**src/rtl/regfile_wr_arbiter_pkg.sv**
```systemverilog
// Shared defaults and FSM encoding for the register-file write arbiter.
package regfile_wr_arbiter_pkg;

    localparam int NUM_REGS_DEF = 64;
    localparam int ADDR_W_DEF   = 6;
    localparam int DATA_W_DEF   = 32;

    typedef enum logic {
        INIT = 1'b0,
        RUN  = 1'b1
    } state_e;

endpackage

```
**src/rtl/regfile_wr_arbiter_if.sv**
```systemverilog
// Requester handshakes, clear request and register-file write port of the arbiter.
interface regfile_wr_arbiter_if
    import regfile_wr_arbiter_pkg::*;
#(
    parameter int ADDR_W = ADDR_W_DEF,
    parameter int DATA_W = DATA_W_DEF
);
    logic              clr_req;
    logic              req0_valid;
    logic [ADDR_W-1:0] req0_rd;
    logic [DATA_W-1:0] req0_data;
    logic              req0_ready;
    logic              req1_valid;
    logic [ADDR_W-1:0] req1_rd;
    logic [DATA_W-1:0] req1_data;
    logic              req1_ready;
    logic              wrt;
    logic [ADDR_W-1:0] rd;
    logic [DATA_W-1:0] datain;
    logic              init_done;

    modport master (
        output clr_req,
        output req0_valid, req0_rd, req0_data,
        output req1_valid, req1_rd, req1_data,
        input  req0_ready, req1_ready,
        input  wrt, rd, datain, init_done
    );

    modport slave (
        input  clr_req,
        input  req0_valid, req0_rd, req0_data,
        input  req1_valid, req1_rd, req1_data,
        output req0_ready, req1_ready,
        output wrt, rd, datain, init_done
    );

endinterface

```
**src/rtl/regfile_wr_arbiter_rr_arb2.sv**
```systemverilog
// Two-way round-robin grant: on contention the requester not granted last wins.
module rr_arb2 (
    input  logic valid0,
    input  logic valid1,
    input  logic last_grant,
    output logic grant0,
    output logic grant1
);

    always_comb begin
        grant0 = 1'b0;
        grant1 = 1'b0;
        if (valid0 && valid1) begin
            grant0 = last_grant;
            grant1 = !last_grant;
        end else begin
            grant0 = valid0;
            grant1 = valid1;
        end
    end

endmodule

```
**src/rtl/regfile_wr_arbiter.sv**
```systemverilog
// Register-file write arbiter: zero-sweeps every entry after reset or clear,
// then round-robins two writeback requesters onto a single registered write port.
module regfile_wr_arbiter
    import regfile_wr_arbiter_pkg::*;
#(
    parameter int NUM_REGS = NUM_REGS_DEF,
    parameter int ADDR_W   = ADDR_W_DEF,
    parameter int DATA_W   = DATA_W_DEF
) (
    input  logic                 clk,
    input  logic                 rst_n,
    regfile_wr_arbiter_if.slave  bus
);

    // One extra count beyond the last entry marks "sweep finished, enter RUN".
    localparam int CNT_W = $clog2(NUM_REGS + 1);

    state_e             state_q, state_d;
    logic [CNT_W-1:0]   cnt_q, cnt_d;
    logic               last_q, last_d;
    logic               wrt_q, wrt_d;
    logic [ADDR_W-1:0]  rd_q, rd_d;
    logic [DATA_W-1:0]  datain_q, datain_d;
    logic               init_done_q, init_done_d;

    logic arb_g0, arb_g1;
    logic serve;

    rr_arb2 u_arb (
        .valid0     (bus.req0_valid),
        .valid1     (bus.req1_valid),
        .last_grant (last_q),
        .grant0     (arb_g0),
        .grant1     (arb_g1)
    );

    assign serve          = (state_q == RUN) && !bus.clr_req;
    assign bus.req0_ready = serve && arb_g0;
    assign bus.req1_ready = serve && arb_g1;

    always_comb begin
        state_d  = state_q;
        cnt_d    = cnt_q;
        last_d   = last_q;
        wrt_d    = 1'b0;
        rd_d     = rd_q;
        datain_d = datain_q;
        if (state_q == INIT) begin
            if (cnt_q == CNT_W'(NUM_REGS)) begin
                state_d = RUN;
                cnt_d   = '0;
            end else begin
                wrt_d    = 1'b1;
                rd_d     = ADDR_W'(cnt_q);
                datain_d = '0;
                cnt_d    = cnt_q + 1'b1;
            end
        end else if (bus.clr_req) begin
            // Entry 0 goes out immediately so the re-sweep matches the post-reset timing.
            state_d  = INIT;
            wrt_d    = 1'b1;
            rd_d     = '0;
            datain_d = '0;
            cnt_d    = CNT_W'(1);
        end else if (bus.req0_valid && bus.req0_ready) begin
            wrt_d    = 1'b1;
            rd_d     = bus.req0_rd;
            datain_d = bus.req0_data;
            last_d   = 1'b0;
        end else if (bus.req1_valid && bus.req1_ready) begin
            wrt_d    = 1'b1;
            rd_d     = bus.req1_rd;
            datain_d = bus.req1_data;
            last_d   = 1'b1;
        end
        init_done_d = (state_d == RUN);
    end

    always_ff @(posedge clk or negedge rst_n) begin
        if (!rst_n) begin
            state_q     <= INIT;
            cnt_q       <= '0;
            last_q      <= 1'b1;
            wrt_q       <= 1'b0;
            rd_q        <= '0;
            datain_q    <= '0;
            init_done_q <= 1'b0;
        end else begin
            state_q     <= state_d;
            cnt_q       <= cnt_d;
            last_q      <= last_d;
            wrt_q       <= wrt_d;
            rd_q        <= rd_d;
            datain_q    <= datain_d;
            init_done_q <= init_done_d;
        end
    end

    assign bus.wrt       = wrt_q;
    assign bus.rd        = rd_q;
    assign bus.datain    = datain_q;
    assign bus.init_done = init_done_q;

endmodule

```
**src/flat_wrapper.sv**
```systemverilog
// flat-port wrapper written by rule: the top's interface ports become plain ports
module regfile_wr_arbiter_flat import regfile_wr_arbiter_pkg::*;
#(
    parameter int NUM_REGS = NUM_REGS_DEF,
    parameter int ADDR_W   = ADDR_W_DEF,
    parameter int DATA_W   = DATA_W_DEF
)
  (clk, rst_n, bus_clr_req, bus_req0_valid, bus_req0_rd, bus_req0_data, bus_req1_valid, bus_req1_rd, bus_req1_data, bus_req0_ready, bus_req1_ready, bus_wrt, bus_rd, bus_datain, bus_init_done);
  regfile_wr_arbiter_if #(.ADDR_W(ADDR_W), .DATA_W(DATA_W)) bus_i ();
  input  logic clk;
  input  logic rst_n;
  input wire logic [$bits(bus_i.clr_req)-1:0] bus_clr_req;
  input wire logic [$bits(bus_i.req0_valid)-1:0] bus_req0_valid;
  input wire logic [$bits(bus_i.req0_rd)-1:0] bus_req0_rd;
  input wire logic [$bits(bus_i.req0_data)-1:0] bus_req0_data;
  input wire logic [$bits(bus_i.req1_valid)-1:0] bus_req1_valid;
  input wire logic [$bits(bus_i.req1_rd)-1:0] bus_req1_rd;
  input wire logic [$bits(bus_i.req1_data)-1:0] bus_req1_data;
  output wire logic [$bits(bus_i.req0_ready)-1:0] bus_req0_ready;
  output wire logic [$bits(bus_i.req1_ready)-1:0] bus_req1_ready;
  output wire logic [$bits(bus_i.wrt)-1:0] bus_wrt;
  output wire logic [$bits(bus_i.rd)-1:0] bus_rd;
  output wire logic [$bits(bus_i.datain)-1:0] bus_datain;
  output wire logic [$bits(bus_i.init_done)-1:0] bus_init_done;
  assign bus_i.clr_req = bus_clr_req;
  assign bus_i.req0_valid = bus_req0_valid;
  assign bus_i.req0_rd = bus_req0_rd;
  assign bus_i.req0_data = bus_req0_data;
  assign bus_i.req1_valid = bus_req1_valid;
  assign bus_i.req1_rd = bus_req1_rd;
  assign bus_i.req1_data = bus_req1_data;
  assign bus_req0_ready = bus_i.req0_ready;
  assign bus_req1_ready = bus_i.req1_ready;
  assign bus_wrt = bus_i.wrt;
  assign bus_rd = bus_i.rd;
  assign bus_datain = bus_i.datain;
  assign bus_init_done = bus_i.init_done;
  regfile_wr_arbiter #(.NUM_REGS(NUM_REGS), .ADDR_W(ADDR_W), .DATA_W(DATA_W)) u_core (.clk(clk), .rst_n(rst_n), .bus(bus_i));
endmodule
```
**config.mk**
```make
export PLATFORM = sky130hd
export DESIGN_NAME = regfile_wr_arbiter_flat
export DESIGN_NICKNAME = d
export VERILOG_FILES = /design/src/rtl/regfile_wr_arbiter_pkg.sv /design/src/rtl/regfile_wr_arbiter_if.sv /design/src/rtl/regfile_wr_arbiter_rr_arb2.sv /design/src/rtl/regfile_wr_arbiter.sv /design/src/flat_wrapper.sv
export SDC_FILE = /design/constraint.sdc
export NUM_CORES = 1
export LEC_CHECK = 0
export BUFFER_PORTS_ARGS = -buffer_cell sky130_fd_sc_hd__buf_2
export CAP_MARGIN = 40
export CORE_MARGIN = 2
export CORE_UTILIZATION = 30
export DETAILED_ROUTE_END_ITERATION = 7
export PLACE_DENSITY = 0.6
export REMOVE_ABC_BUFFERS = 1
export SLEW_MARGIN = 5
export SYNTH_ARGS = -nofsm -noshare
export SYNTH_HDL_FRONTEND = slang
export SYNTH_HIERARCHICAL = 1
export SYNTH_SLANG_ARGS = --single-unit
```
**constraint.sdc**
```tcl
create_clock -name clk -period 1.8 [get_ports clk]
set_input_delay 0.45 -clock clk [delete_from_list [all_inputs] [get_ports clk]]
set_output_delay 0.45 -clock clk [all_outputs]
set_load 0.05 [all_outputs]
```
; After elaboration in Yosys (flattened, before gate mapping)
; Index checks and enable logic that the tools add are counted.
; W data, S select, Z words.
[totals]
output_inout_bits = 42
reg_bits = 48
word_cells = 48
[classes]
reduce_logical = 11
bitwise = 1
muxes = 25
n_eq_ne = 4
add_sub_neg = 1
[ops]
columns = operator, count
row1 = $mux W32, 5
row2 = $mux W6, 5
row3 = $mux W7, 3
row4 = $mux W1, 12
row5 = $add A7 B1 Y7 const B, 1
row6 = $eq A7 B7 Y1 const B, 1
row7 = $logic_and A1 B1 Y1, 6
row8 = $ne A4 B4 Y1 const B, 1
row9 = $reduce_and A3 Y1, 1
row10 = $logic_not A1 Y1, 2
row11 = $ne A2 B1 Y1 const B, 1
row12 = $ne A2 B2 Y1 const B, 1
row13 = $reduce_and A2 Y1, 1
row14 = $reduce_bool A2 Y1, 1
row15 = $not A1 Y1, 1

; Longest topological paths before layout
; Gate-level depths: netlist of the first run.
[logic_depth]
depth_word = 8
mapped_depth = 9
depth_no_buf = 6

; Hierarchy
; The synthesis of the first run kept the hierarchy.
[modules_own_cells]
columns = mod, cells_each, area_each_um2, instances
row1 = regfile_wr_arbiter, 260, 2536.2, 1
row2 = rr_arb2, 3, 18.8, 1

; Worst setup path after synthesis of the first run
; Ideal clock, no wire load.
[synth_path]
kind = flip-flop to output port
start = register u_core/bus.init_done (netlist name)
end = output port bus_req0_ready
t_arrival_ps = 1919
n_path_buf = 2
setup_slack_ps = -569
t_required_ps = 1350
path_stages_with_launch = 6
cell_sequence = dfrtp_1 buf_4 inv_1 nor2_4 clkbuf_1 and2_1
[synth_lines]
columns = item, line
row1 = end: declaration, flat_wrapper.sv:19  ; output wire logic [$bits(bus_i.req0_ready)-1:0] bus_req0_ready;

; Worst setup path after layout of the first run
[layout_path]
start = register u_core.last_q
end = register u_core.datain_q[11] (netlist: u_core/bus.datain[11])
[layout_via]
elab_chain_len = 6
word_cells_on_any_way = 12
classes_between = eq/ne (1) / mux (5) / reduce/logical (6)
[layout_lines]
columns = item, line
row1 = start: declaration, regfile_wr_arbiter.sv:20  ; logic last_q, last_d;
row2 = start signal: assignment, regfile_wr_arbiter.sv:91  ; last_q <= last_d;
row3 = $mux W1 (*), regfile_wr_arbiter_rr_arb2.sv:13  ; if (valid0 && valid1) begin
row4 = named net u_core.arb_g0, regfile_wr_arbiter.sv:26  ; logic arb_g0, arb_g1;
row5 = $logic_and A1 B1 Y1 (*), regfile_wr_arbiter.sv:38  ; assign bus.req0_ready = serve && arb_g0;
row6 = $logic_and A1 B1 Y1 (*), regfile_wr_arbiter.sv:65  ; end else if (bus.req0_valid && bus.req0_ready) begin
row7 = $mux W32, regfile_wr_arbiter.sv:65
row8 = $mux W32, regfile_wr_arbiter.sv:58  ; end else if (bus.clr_req) begin
row9 = $mux W32, regfile_wr_arbiter.sv:48  ; if (state_q == INIT) begin
row10 = end signal: assignment, regfile_wr_arbiter.sv:94  ; datain_q <= datain_d;
row11 = end: declaration, regfile_wr_arbiter.sv:23  ; logic [DATA_W-1:0] datain_q, datain_d;
; Mark *: on every way through the listed nets, which the timed path passes. The rest lies on a longest branch.
; A chain may end at the register's enable or synchronous reset.

==> reports/qor.txt, run 1 <==
=================================================================================
Final clock skew ...................................................  0.004384 ns
TritonCTS clock tree ...............................................        built
Met3 layer usage reported by global route ..........................      0.02662
Global-route wire length before repair .............................    11,340 um
GR Util met1 .......................................................       0.2049
Total global routing track utilization .............................       0.1579
Final period utilization ...........................................        1.059
Violations in the final reports .................................... negative setup slack
Number of buffer and inverter stages on the critical path ..........            3
Met2 track demand over resource in global routing ..................       0.2760
Data arrival time at the worst-slack endpoint ......................      2.09 ns
Vias in the first global route .....................................        2,385
Ranking of synthesized cells by area ............................... sky130_fd_sc_hd__dfrtp_1 (46%), sky130_fd_sc_hd__mux2_2 (13%), sky130_fd_sc_hd__nand2_1 (10%)
Fill cell total of the finished layout .............................          791
Cell type of the slowest stage on the worst timing path ............ sky130_fd_sc_hd__dfstp_2
Hold violation count in the final report ...........................            0
Path class of the lowest-slack min-delay path ...................... primary input to async pin
Tot Pwr ............................................................     3.703 mW
Largest net degree at the start of global routing ..................           34
Number of sinks handled by clock tree synthesis ....................           48
Number of routed nets with antenna violations ......................            0
Delay of the slowest cell on the worst path ........................      0.55 ns
Starting DRT DRC Count .............................................           83
LEAKAGE ............................................................     2.140 nW
Unique masters post-synth ..........................................           37
Setup repair after global routing missed its margin ................         true
Worst Setup Slack, final ...........................................   -0.1060 ns
Maximum fanout count along the critical path .......................            5
Total wirelength of the detailed-routed design .....................      7761 um
GRT overflow .......................................................            0
Syn-to-layout area delta ...........................................       54.90%
Boundary pin count .................................................          123
Sequential-to-total area share from yosys stat .....................       0.4706
Hold slack final ...................................................   0.07983 ns
Top-area cell type share of the netlist area .......................       0.4603
Post-detailed-placement half-perimeter wirelength ..................      5300 um
Critical path's top delay family ...................................   flip-flops
Power per cell area ................................................ 935.6 mW/mm^2
Core area .......................................................... 0.008217 sq mm
Average footprint of a synthesized cell ............................  9.715 sq um
CP endpoint kind ...................................................         flop
Net count reported at finish .......................................          491
Worst-path cell chain .............................................. inv_2 > a21boi_2 > and2_4 > a21oi_4 > a21oi_4 > buf_12 > clkbuf_16 > mux2_4
Floorplan die width ................................................     96.29 um
Top achievable clock speed .........................................   0.5247 GHz
Post-layout minimum cycle time .....................................     1.906 ns
Number of remaining DRC errors .....................................            0
DRT Pass-1 Iters ...................................................            4
Number of antenna violations at the first check in global routing ..            0
Critical Path Stages ...............................................            8
Overall die area ................................................... 0.009271 sq mm
Antenna diode count ................................................            0
RePlAce Congestion .................................................       0.7980
Vias after detailed routing ........................................        2,449
Number of register bits inferred by synthesis ......................           48
Type of origin of the critical path ................................         flop
Routed WL per cell .................................................     15.10 um
TritonCTS buffer count .............................................            5
Worst endpoint required time .......................................      1.99 ns
Insertion delay of the later-clocked pin in the worst-skew pair ....      0.30 ns
Critical path class ................................................ flop to flop
Cell count of the worst reg-to-reg path ............................            8
DR vias/cell .......................................................        4.765
Number of instances in the synthesized netlist .....................          263
Actual transition at the worst max-transition pin ..................    0.4295 ns
Status ............................................................. finished, violations left
Slew margin rel. ...................................................       0.7137
Buffers added on ports .............................................          122
Effective utilization at floorplan .................................       0.3109
Register clock-pin slew on the reported worst setup and hold paths .      0.09 ns
GRT Max-Usage Layer ................................................         met2
Mapped cell area ................................................... 0.002555 sq mm
Warning count from the yosys run ...................................            6
Proportion of layout cells with a drive suffix above 1 .............       0.5379
Final max-slew violation count .....................................            0
Buffer type at the clock tree root ................................. sky130_fd_sc_hd__clkbuf_8
Rows ...............................................................           33
Worst supply voltage drop on vdd ...................................    0.3043 mV
Maximum count of clock buffers along a single path .................            2
CTS HTree Levels ...................................................            2
Die extent in y ....................................................     96.29 um
Setup Viol. Count Final ............................................           34
Cell accounting for the most synthesized area ...................... sky130_fd_sc_hd__dfrtp_1
Maxcap violations ..................................................            0
CP dominant cell by count .......................................... sky130_fd_sc_hd__a21oi_4
=================================================================================
==> cells in the mapped netlist <==
master                       n
sky130_fd_sc_hd__o2bb2ai_1   1
sky130_fd_sc_hd__xnor2_1     1
sky130_fd_sc_hd__nand4bb_4   1
sky130_fd_sc_hd__clkbuf_1   13
sky130_fd_sc_hd__xor2_1      1
sky130_fd_sc_hd__ha_1        2
sky130_fd_sc_hd__mux2_4      3
sky130_fd_sc_hd__a2bb2oi_1   6
sky130_fd_sc_hd__nor2_4      1
sky130_fd_sc_hd__o31a_1      1
sky130_fd_sc_hd__nor4_4      1
sky130_fd_sc_hd__a22o_1      1
sky130_fd_sc_hd__dfstp_2     1
sky130_fd_sc_hd__inv_1       6
sky130_fd_sc_hd__mux2i_1     1
sky130_fd_sc_hd__nand3_1     5
sky130_fd_sc_hd__nand2b_1    1
sky130_fd_sc_hd__buf_2       2
sky130_fd_sc_hd__nand3b_1    2
sky130_fd_sc_hd__a21boi_1    2
sky130_fd_sc_hd__a21oi_2     1
sky130_fd_sc_hd__or2_2       2
sky130_fd_sc_hd__buf_4       1
sky130_fd_sc_hd__a21oi_1    42
sky130_fd_sc_hd__dfrtp_1    47
sky130_fd_sc_hd__buf_6       2
sky130_fd_sc_hd__a31oi_1     1
sky130_fd_sc_hd__and2_1      3
sky130_fd_sc_hd__mux2_2     29
sky130_fd_sc_hd__o21ai_0     4
sky130_fd_sc_hd__nor2_1      1
sky130_fd_sc_hd__o22ai_1     1
sky130_fd_sc_hd__nor4bb_1    1
sky130_fd_sc_hd__nand2_1    68
sky130_fd_sc_hd__and3_1      1
sky130_fd_sc_hd__o221ai_1    6
sky130_fd_sc_hd__or3_1       1
==> layout make-up <==
class,count,area [sq um],share of cell area
Sequential cell,48,1202,0.3038
Timing Repair Buffer,156,1052,0.2659
Tap cell,105,131.4,0.03320
Multi-Input combinational cell,191,1453,0.3671
Clock inverter,2,13.76,0.003478
Clock buffer,6,82.58,0.02087
Inverter,6,22.52,0.005691
==> cells in the final DEF (no fill, tap or decap), types with 2 or more instances in the layout <==
cell                        synthesis  layout
sky130_fd_sc_hd__buf_8              0       3
sky130_fd_sc_hd__buf_4              1      22
sky130_fd_sc_hd__dfrtp_1           47      47
sky130_fd_sc_hd__buf_16             0       2
sky130_fd_sc_hd__nand2_1           68      67
sky130_fd_sc_hd__a21oi_1           42      41
sky130_fd_sc_hd__o21ai_0            4       4
sky130_fd_sc_hd__o221ai_1           6       6
sky130_fd_sc_hd__nand3_1            5       4
sky130_fd_sc_hd__buf_2              2     120
sky130_fd_sc_hd__a21oi_4            0       2
sky130_fd_sc_hd__a21boi_2           0       2
sky130_fd_sc_hd__a2bb2oi_2          0       6
sky130_fd_sc_hd__and2_4             0       3
sky130_fd_sc_hd__clkbuf_16          0       3
sky130_fd_sc_hd__or2_2              2       2
sky130_fd_sc_hd__mux2_4             3      32
sky130_fd_sc_hd__buf_12             0       5
sky130_fd_sc_hd__clkbuf_8           0       6
sky130_fd_sc_hd__nand3b_1           2       2
sky130_fd_sc_hd__inv_1              6       5
==> per-stage QoR <==
| step | setup slack [ns] | std cells | setup TNS [ns] | cell area (sq um) | utilization |
|---|---|---|---|---|---|
| 2_1_floorplan | -1.367 | 245 | -52.02 | 2466 | - |
| 3_3_place_gp | -0.08990 | 494 | -2.733 | 3431 | 0.4175 |
| 3_5_place_dp | -0.1838 | 494 | -5.692 | 3431 | 0.4175 |
| 4_1_cts | -0.08055 | 509 | -1.098 | 3779 | 0.4599 |
| 5_1_grt | -0.1549 | 514 | -4.377 | 3958 | 0.4817 |
| 6_report | -0.1060 | 514 | -2.566 | 3958 | 0.4817 |
==> where the power goes <==
group	total, mW	switching [mW]	internal (mW)
sequential	1.41	0.152	1.26
clock	0.680	0.366	0.315
combinational	1.61	0.893	0.716
total	3.70	1.41	2.29
==> layer usage <==
metal,part of all wire,vias up
li1,-,1201
met2,0.51,79
met4,0.0068,0
met1,0.44,1163
met5,0,-
met3,0.052,6
==> worst paths after layout <==
| path | from | to | slack, ns |
|---|---|---|---|
| max | u_core/last_q | u_core/bus.datain[11] | -0.11 |
| min | rst_n | u_core/cnt_q[6] | 0.08 |
| max reg2reg | u_core/last_q | u_core/bus.datain[11] | -0.11 |
| min reg2reg | u_core/bus.datain[2] | u_core/bus.datain[2] | 0.52 |
| max in group asynchronous | rst_n | u_core/bus.datain[16] | 1.21 |
| min in group clk | bus_req1_rd[0] | u_core/bus.rd[0] | 0.50 |
==> logic make-up after synthesis <==
family | share of synthesized area
and+or+nand+nor | 0.1641
AOI/OAI and AO/OA | 0.1557
DFF | 0.4706
muxes | 0.1494
buffers and inverters | 0.04359
xor gates and xnor gates | 0.006857
adders and majority gates | 0.009793
==> registers in the layout, indices dropped and copies added, names as in the netlist <==
register              flops
u_core/bus.datain        32
u_core/cnt_q              7
u_core/bus.rd             6
u_core/bus.init_done      1
u_core/bus.wrt            1
u_core/last_q             1
==> repair_timing <==
item | in CTS | in global routing
gates resized for setup | 42 | 18
gates cloned | 2 | 3
buffers inserted | 5 | 2
pin swaps | 4 | 3
hold buffers | 0 | 0
endpoints found under the setup margin | 38 | 44
No activity file was read; power rests on OpenSTA's default activity.
==> run 2, diff against run 1 <==
--- a/config.mk
+++ b/config.mk
@@ -5,12 +5,13 @@
 export SDC_FILE = /design/constraint.sdc
 export NUM_CORES = 1
 export LEC_CHECK = 0
+export ABC_AREA = 1
 export BUFFER_PORTS_ARGS = -buffer_cell sky130_fd_sc_hd__buf_2
 export CAP_MARGIN = 40
 export CORE_MARGIN = 2
 export CORE_UTILIZATION = 30
 export DETAILED_ROUTE_END_ITERATION = 7
-export PLACE_DENSITY = 0.6
+export PLACE_DENSITY = 0.58
 export REMOVE_ABC_BUFFERS = 1
 export SLEW_MARGIN = 5
 export SYNTH_ARGS = -nofsm -noshare
==> run 2 against run 1 <==
Effect of this change: synthesized cell count grew 73%; wire length grew 4.5%; the flow now finishes without violations; highest routed layer unchanged; sequential cell count is the same; largest power group is now sequential cells.
==> reports/qor.txt, run 2 <==
=====================================================================================
Status ................................................................. complete, no violations   was finished, violations left
Maximum fanout count along the critical path ...........................            3   was 5
# hold bufs at CTS .....................................................            0   unchanged
Tot Pwr ................................................................     3.514 mW   was 3.703 mW
TritonCTS buffer count .................................................            5   unchanged
Worst supply voltage drop on vdd .......................................    0.4037 mV   was 0.3043 mV
Net switching power of the design ......................................     1.340 mW   was 1.410 mW
Starting DRT DRC Count .................................................           91   was 83
Die extent in y ........................................................     103.9 um   was 96.29 um
Number of routed nets with antenna violations ..........................            0   unchanged
Ys flop type ........................................................... sky130_fd_sc_hd__dfrtp_1   unchanged
Number of antenna violations at the first check in global routing ......            0   unchanged
Portion of total power attributed to the clock network .................        0.243   was 0.184
Setup Viol. Count Final ................................................            0   was 34
Data arrival time at the worst-slack endpoint ..........................      1.34 ns   was 2.09 ns
Gate power share .......................................................        0.344   was 0.434
Top library cells by usage in the layout, fill and taps aside .......... sky130_fd_sc_hd__nand2_1 (247), sky130_fd_sc_hd__buf_2 (120), sky130_fd_sc_hd__inv_1 (55)   was sky130_fd_sc_hd__buf_2 (120), sky130_fd_sc_hd__nand2_1 (67), sky130_fd_sc_hd__dfrtp_1 (47)
DR vias/cell ...........................................................        4.250   was 4.765
Worst-path cell chain .................................................. nand3_2 > nand2_2 > inv_2 > nor2_4 > buf_8   was inv_2 > a21boi_2 > and2_4 > a21oi_4 > a21oi_4 > buf_12 > clkbuf_16 > mux2_4
Number of remaining DRC errors .........................................            0   unchanged
Placed insts ...........................................................          704   was 494
Post-detailed-placement half-perimeter wirelength ......................      6081 um   was 5300 um
Vias after detailed routing ............................................        3,043   was 2,449
Setup repair after global routing missed its margin ....................         true   unchanged
Fill cell total of the finished layout .................................        1,052   was 791
Critical path class .................................................... flop to primary output   was flop to flop
CTS HTree Levels .......................................................            2   unchanged
Top-area cell type share of the netlist area ...........................       0.3928   was 0.4603
Power per cell area .................................................... 870.4 mW/mm^2   was 935.6 mW/mm^2
LEAKAGE ................................................................     2.645 nW   was 2.140 nW
Critical path's top delay family .......................................   flip-flops   unchanged
Number of register bits inferred by synthesis ..........................           48   unchanged
Internal power consumption .............................................     2.174 mW   was 2.292 mW
Actual transition at the worst max-transition pin ......................    0.4168 ns   was 0.4295 ns
Register clock-pin slew on the reported worst setup and hold paths .....      0.09 ns   about the same
Unique masters post-synth ..............................................           26   was 37
Net count reported at finish ...........................................          665   was 491
Final period utilization ...............................................       0.9943   was 1.059
Total wirelength of the detailed-routed design .........................      8107 um   was 7761 um
TritonCTS clock tree ...................................................        built   unchanged
Insertion delay of the later-clocked pin in the worst-skew pair ........      0.31 ns   was 0.30 ns
Number of standard cells in the final layout excluding fillers .........          716   was 514
Delay of the slowest cell on the worst path ............................      0.56 ns   was 0.55 ns
Cell type of the slowest stage on the worst timing path ................ sky130_fd_sc_hd__dfstp_2   unchanged
Core area .............................................................. 0.009729 sq mm   was 0.008217 sq mm
Vias in the first global route .........................................        2,963   was 2,385
Routed WL per cell .....................................................     11.32 um   was 15.10 um
Sequential cell area ................................................... 0.001204 sq mm   was 0.001202 sq mm
RePlAce Congestion .....................................................       0.7563   was 0.7980
Cell accounting for the most synthesized area .......................... sky130_fd_sc_hd__dfrtp_1   unchanged
Buffer type at the clock tree root ..................................... sky130_fd_sc_hd__clkbuf_8   unchanged
Leading post-synthesis cells by instance count ......................... sky130_fd_sc_hd__nand2_1 (248), sky130_fd_sc_hd__inv_1 (56), sky130_fd_sc_hd__dfrtp_1 (47)   was sky130_fd_sc_hd__nand2_1 (68), sky130_fd_sc_hd__dfrtp_1 (47), sky130_fd_sc_hd__a21oi_1 (42)
Number of instances in the synthesized netlist .........................          456   was 263
Type of origin of the critical path ....................................         flop   unchanged
CP endpoint kind ....................................................... primary output   was flop
Final clock skew .......................................................   0.01041 ns   was 0.004384 ns
Warning count from the yosys run .......................................            6   unchanged
Largest register FFs ...................................................           32   unchanged
Boundary pin count .....................................................          123   unchanged
Largest net degree at the start of global routing ......................           39   was 34
Syn-to-layout area delta ...............................................       34.85%   was 54.90%
Area of combinational cells with multiple inputs ....................... 0.001474 sq mm   was 0.001453 sq mm
Buffers added on ports .................................................          122   unchanged
Overall die area ....................................................... 0.01080 sq mm   was 0.009271 sq mm
Worst endpoint required time ...........................................      1.35 ns   was 1.99 ns
Ranking of synthesized cells by area ................................... sky130_fd_sc_hd__dfrtp_1 (39%), sky130_fd_sc_hd__nand2_1 (31%), sky130_fd_sc_hd__nand3b_1 (8.3%)   was sky130_fd_sc_hd__dfrtp_1 (46%), sky130_fd_sc_hd__mux2_2 (13%), sky130_fd_sc_hd__nand2_1 (10%)
Total global routing track utilization .................................       0.1537   was 0.1579
Average footprint of a synthesized cell ................................  6.566 sq um   was 9.715 sq um
Worst Setup Slack, final ...............................................   0.01021 ns   was -0.1060 ns
Final max-slew violation count .........................................            0   unchanged
Antenna diode count ....................................................            0   unchanged
Slew margin rel. .......................................................       0.7221   was 0.7137
Maximum count of clock buffers along a single path .....................            2   unchanged
Floorplan die width ....................................................     103.9 um   was 96.29 um
Switch share ...........................................................       0.3813   was 0.3809
Post-detailed-placement cell area ...................................... 0.003847 sq mm   was 0.003431 sq mm
Effective utilization at floorplan .....................................       0.3077   was 0.3109
Maxcap violations ......................................................            0   unchanged
Number of flops mapped to enable cells by yosys ........................            0   unchanged
Post-placement setup slack .............................................  -0.03971 ns   was -0.1838 ns
Most frequent cell after synthesis ..................................... sky130_fd_sc_hd__nand2_1   unchanged
GRT overflow ...........................................................            0   unchanged
Number of sinks handled by clock tree synthesis ........................           48   unchanged
Rows ...................................................................           36   was 33
Final core utilization .................................................       0.4150   was 0.4817
Top achievable clock speed .............................................   0.5587 GHz   was 0.5247 GHz
Post-synth ARST share ..................................................        1.000   unchanged
Proportion of layout cells with a drive suffix above 1 .................       0.2864   was 0.5379
Final Instance Area .................................................... 0.004038 sq mm   was 0.003958 sq mm
Post-layout minimum cycle time .........................................     1.790 ns   was 1.906 ns
Number of buffer and inverter stages on the critical path ..............            2   was 3
Global-route wire length before repair .................................    13,710 um   was 11,340 um
Most frequent standard cell in the layout excluding fill and tap cells . sky130_fd_sc_hd__nand2_1   was sky130_fd_sc_hd__buf_2
Sequential-to-total area share from yosys stat .........................       0.4016   was 0.4706
DRT Pass-1 Iters .......................................................            5   was 4
Path class of the lowest-slack min-delay path .......................... primary input to async pin   unchanged
Sequential power share .................................................        0.413   was 0.382
Hold violation count in the final report ...............................            0   unchanged
Mapped cell area ....................................................... 0.002994 sq mm   was 0.002555 sq mm
=====================================================================================
-- run 2: through the flow --
| step | setup TNS (ns) | hold WS (ns) |
|---|---|---|
| 2_1_floorplan | -49.01 | 0.1544 |
| 3_3_place_gp | -0.06393 | 0.3851 |
| 3_5_place_dp | -0.7786 | 0.3904 |
| 4_1_cts | -0.02646 | 0.03652 |
| 5_1_grt | -0.07186 | 0.05751 |
| 6_report | 0 | 0.04068 |
-- run 2: cell type report --
cell class	count	share of cell area
clock buffer	7	0.02386
tap	133	0.04121
sequential	48	0.2981
inverter	58	0.05392
multi-input combinational	324	0.3650
clock inverter	1	0.007437
timing repair buffer	145	0.2104
-- run 2: path summary, 6_finish.rpt --
path	endpoint	start	cells past startpoint	slack (ns)
min in group clk	u_core/cnt_q[0]	bus_clr_req	4	0.45
worst max register to register	u_core/bus.datain[27]	u_core/last_q	9	0.13
worst max-delay path	bus_req0_ready	u_core/last_q	5	0.01
max in group asynchronous	u_core/bus.datain[1]	rst_n	2	1.28
worst min-delay path	u_core/bus.datain[25]	rst_n	1	0.04
worst min register to register	u_core/bus.datain[18]	u_core/bus.datain[18]	2	0.48
-- run 2: power groups by stage --
stage	clock (mW)	combinational, mW	sequential [mW]
5_1_grt	0.928	1.35	1.48
3_3_place_gp	0	1.18	1.46
2_1_floorplan	0	0.489	1.76
3_5_place_dp	0	1.20	1.47
4_1_cts	0.899	1.20	1.45
6_report	0.855	1.21	1.45
-- run 2: kinds of logic after synthesis --
logic type,after synthesis,synth area share
and+or+nand+nor,303,0.4342
buffers and inverters,84,0.1170
DFF,48,0.4016
AOI/OAI and AO/OA,17,0.03302
xor gates and xnor gates,2,0.005851
adders and majority gates,2,0.008356
-- run 2: layer usage --
metal	up-vias	global-route usage	share of wire
met4	0	0.04730	0.0099
met1	1342	0.1939	0.46
met2	82	0.2599	0.47
met5	-	0	0
met3	4	0.03759	0.059
li1	1615	-	-
-- run 2: worst register-to-register path, delay by kind of cell, from the launching register on --
| kind | cells | cell delay [ns] |
|---|---|---|
| AO/OA/AOI/OAI | 1 | 0.22 |
| buffers and inverters | 2 | 0.27 |
| flip-flops | 1 | 0.56 |
| AND/OR/NAND/NOR | 6 | 0.54 |
-- run 2: repair_timing --
item | 4_1_cts | 5_1_grt
endpoints found under the hold margin | 0 | 0
buffers inserted | 1 | 3
resized for setup | 7 | 4
cloned | 0 | 0
pin swaps | 1 | 0
setup endpoints to repair | 2 | 38
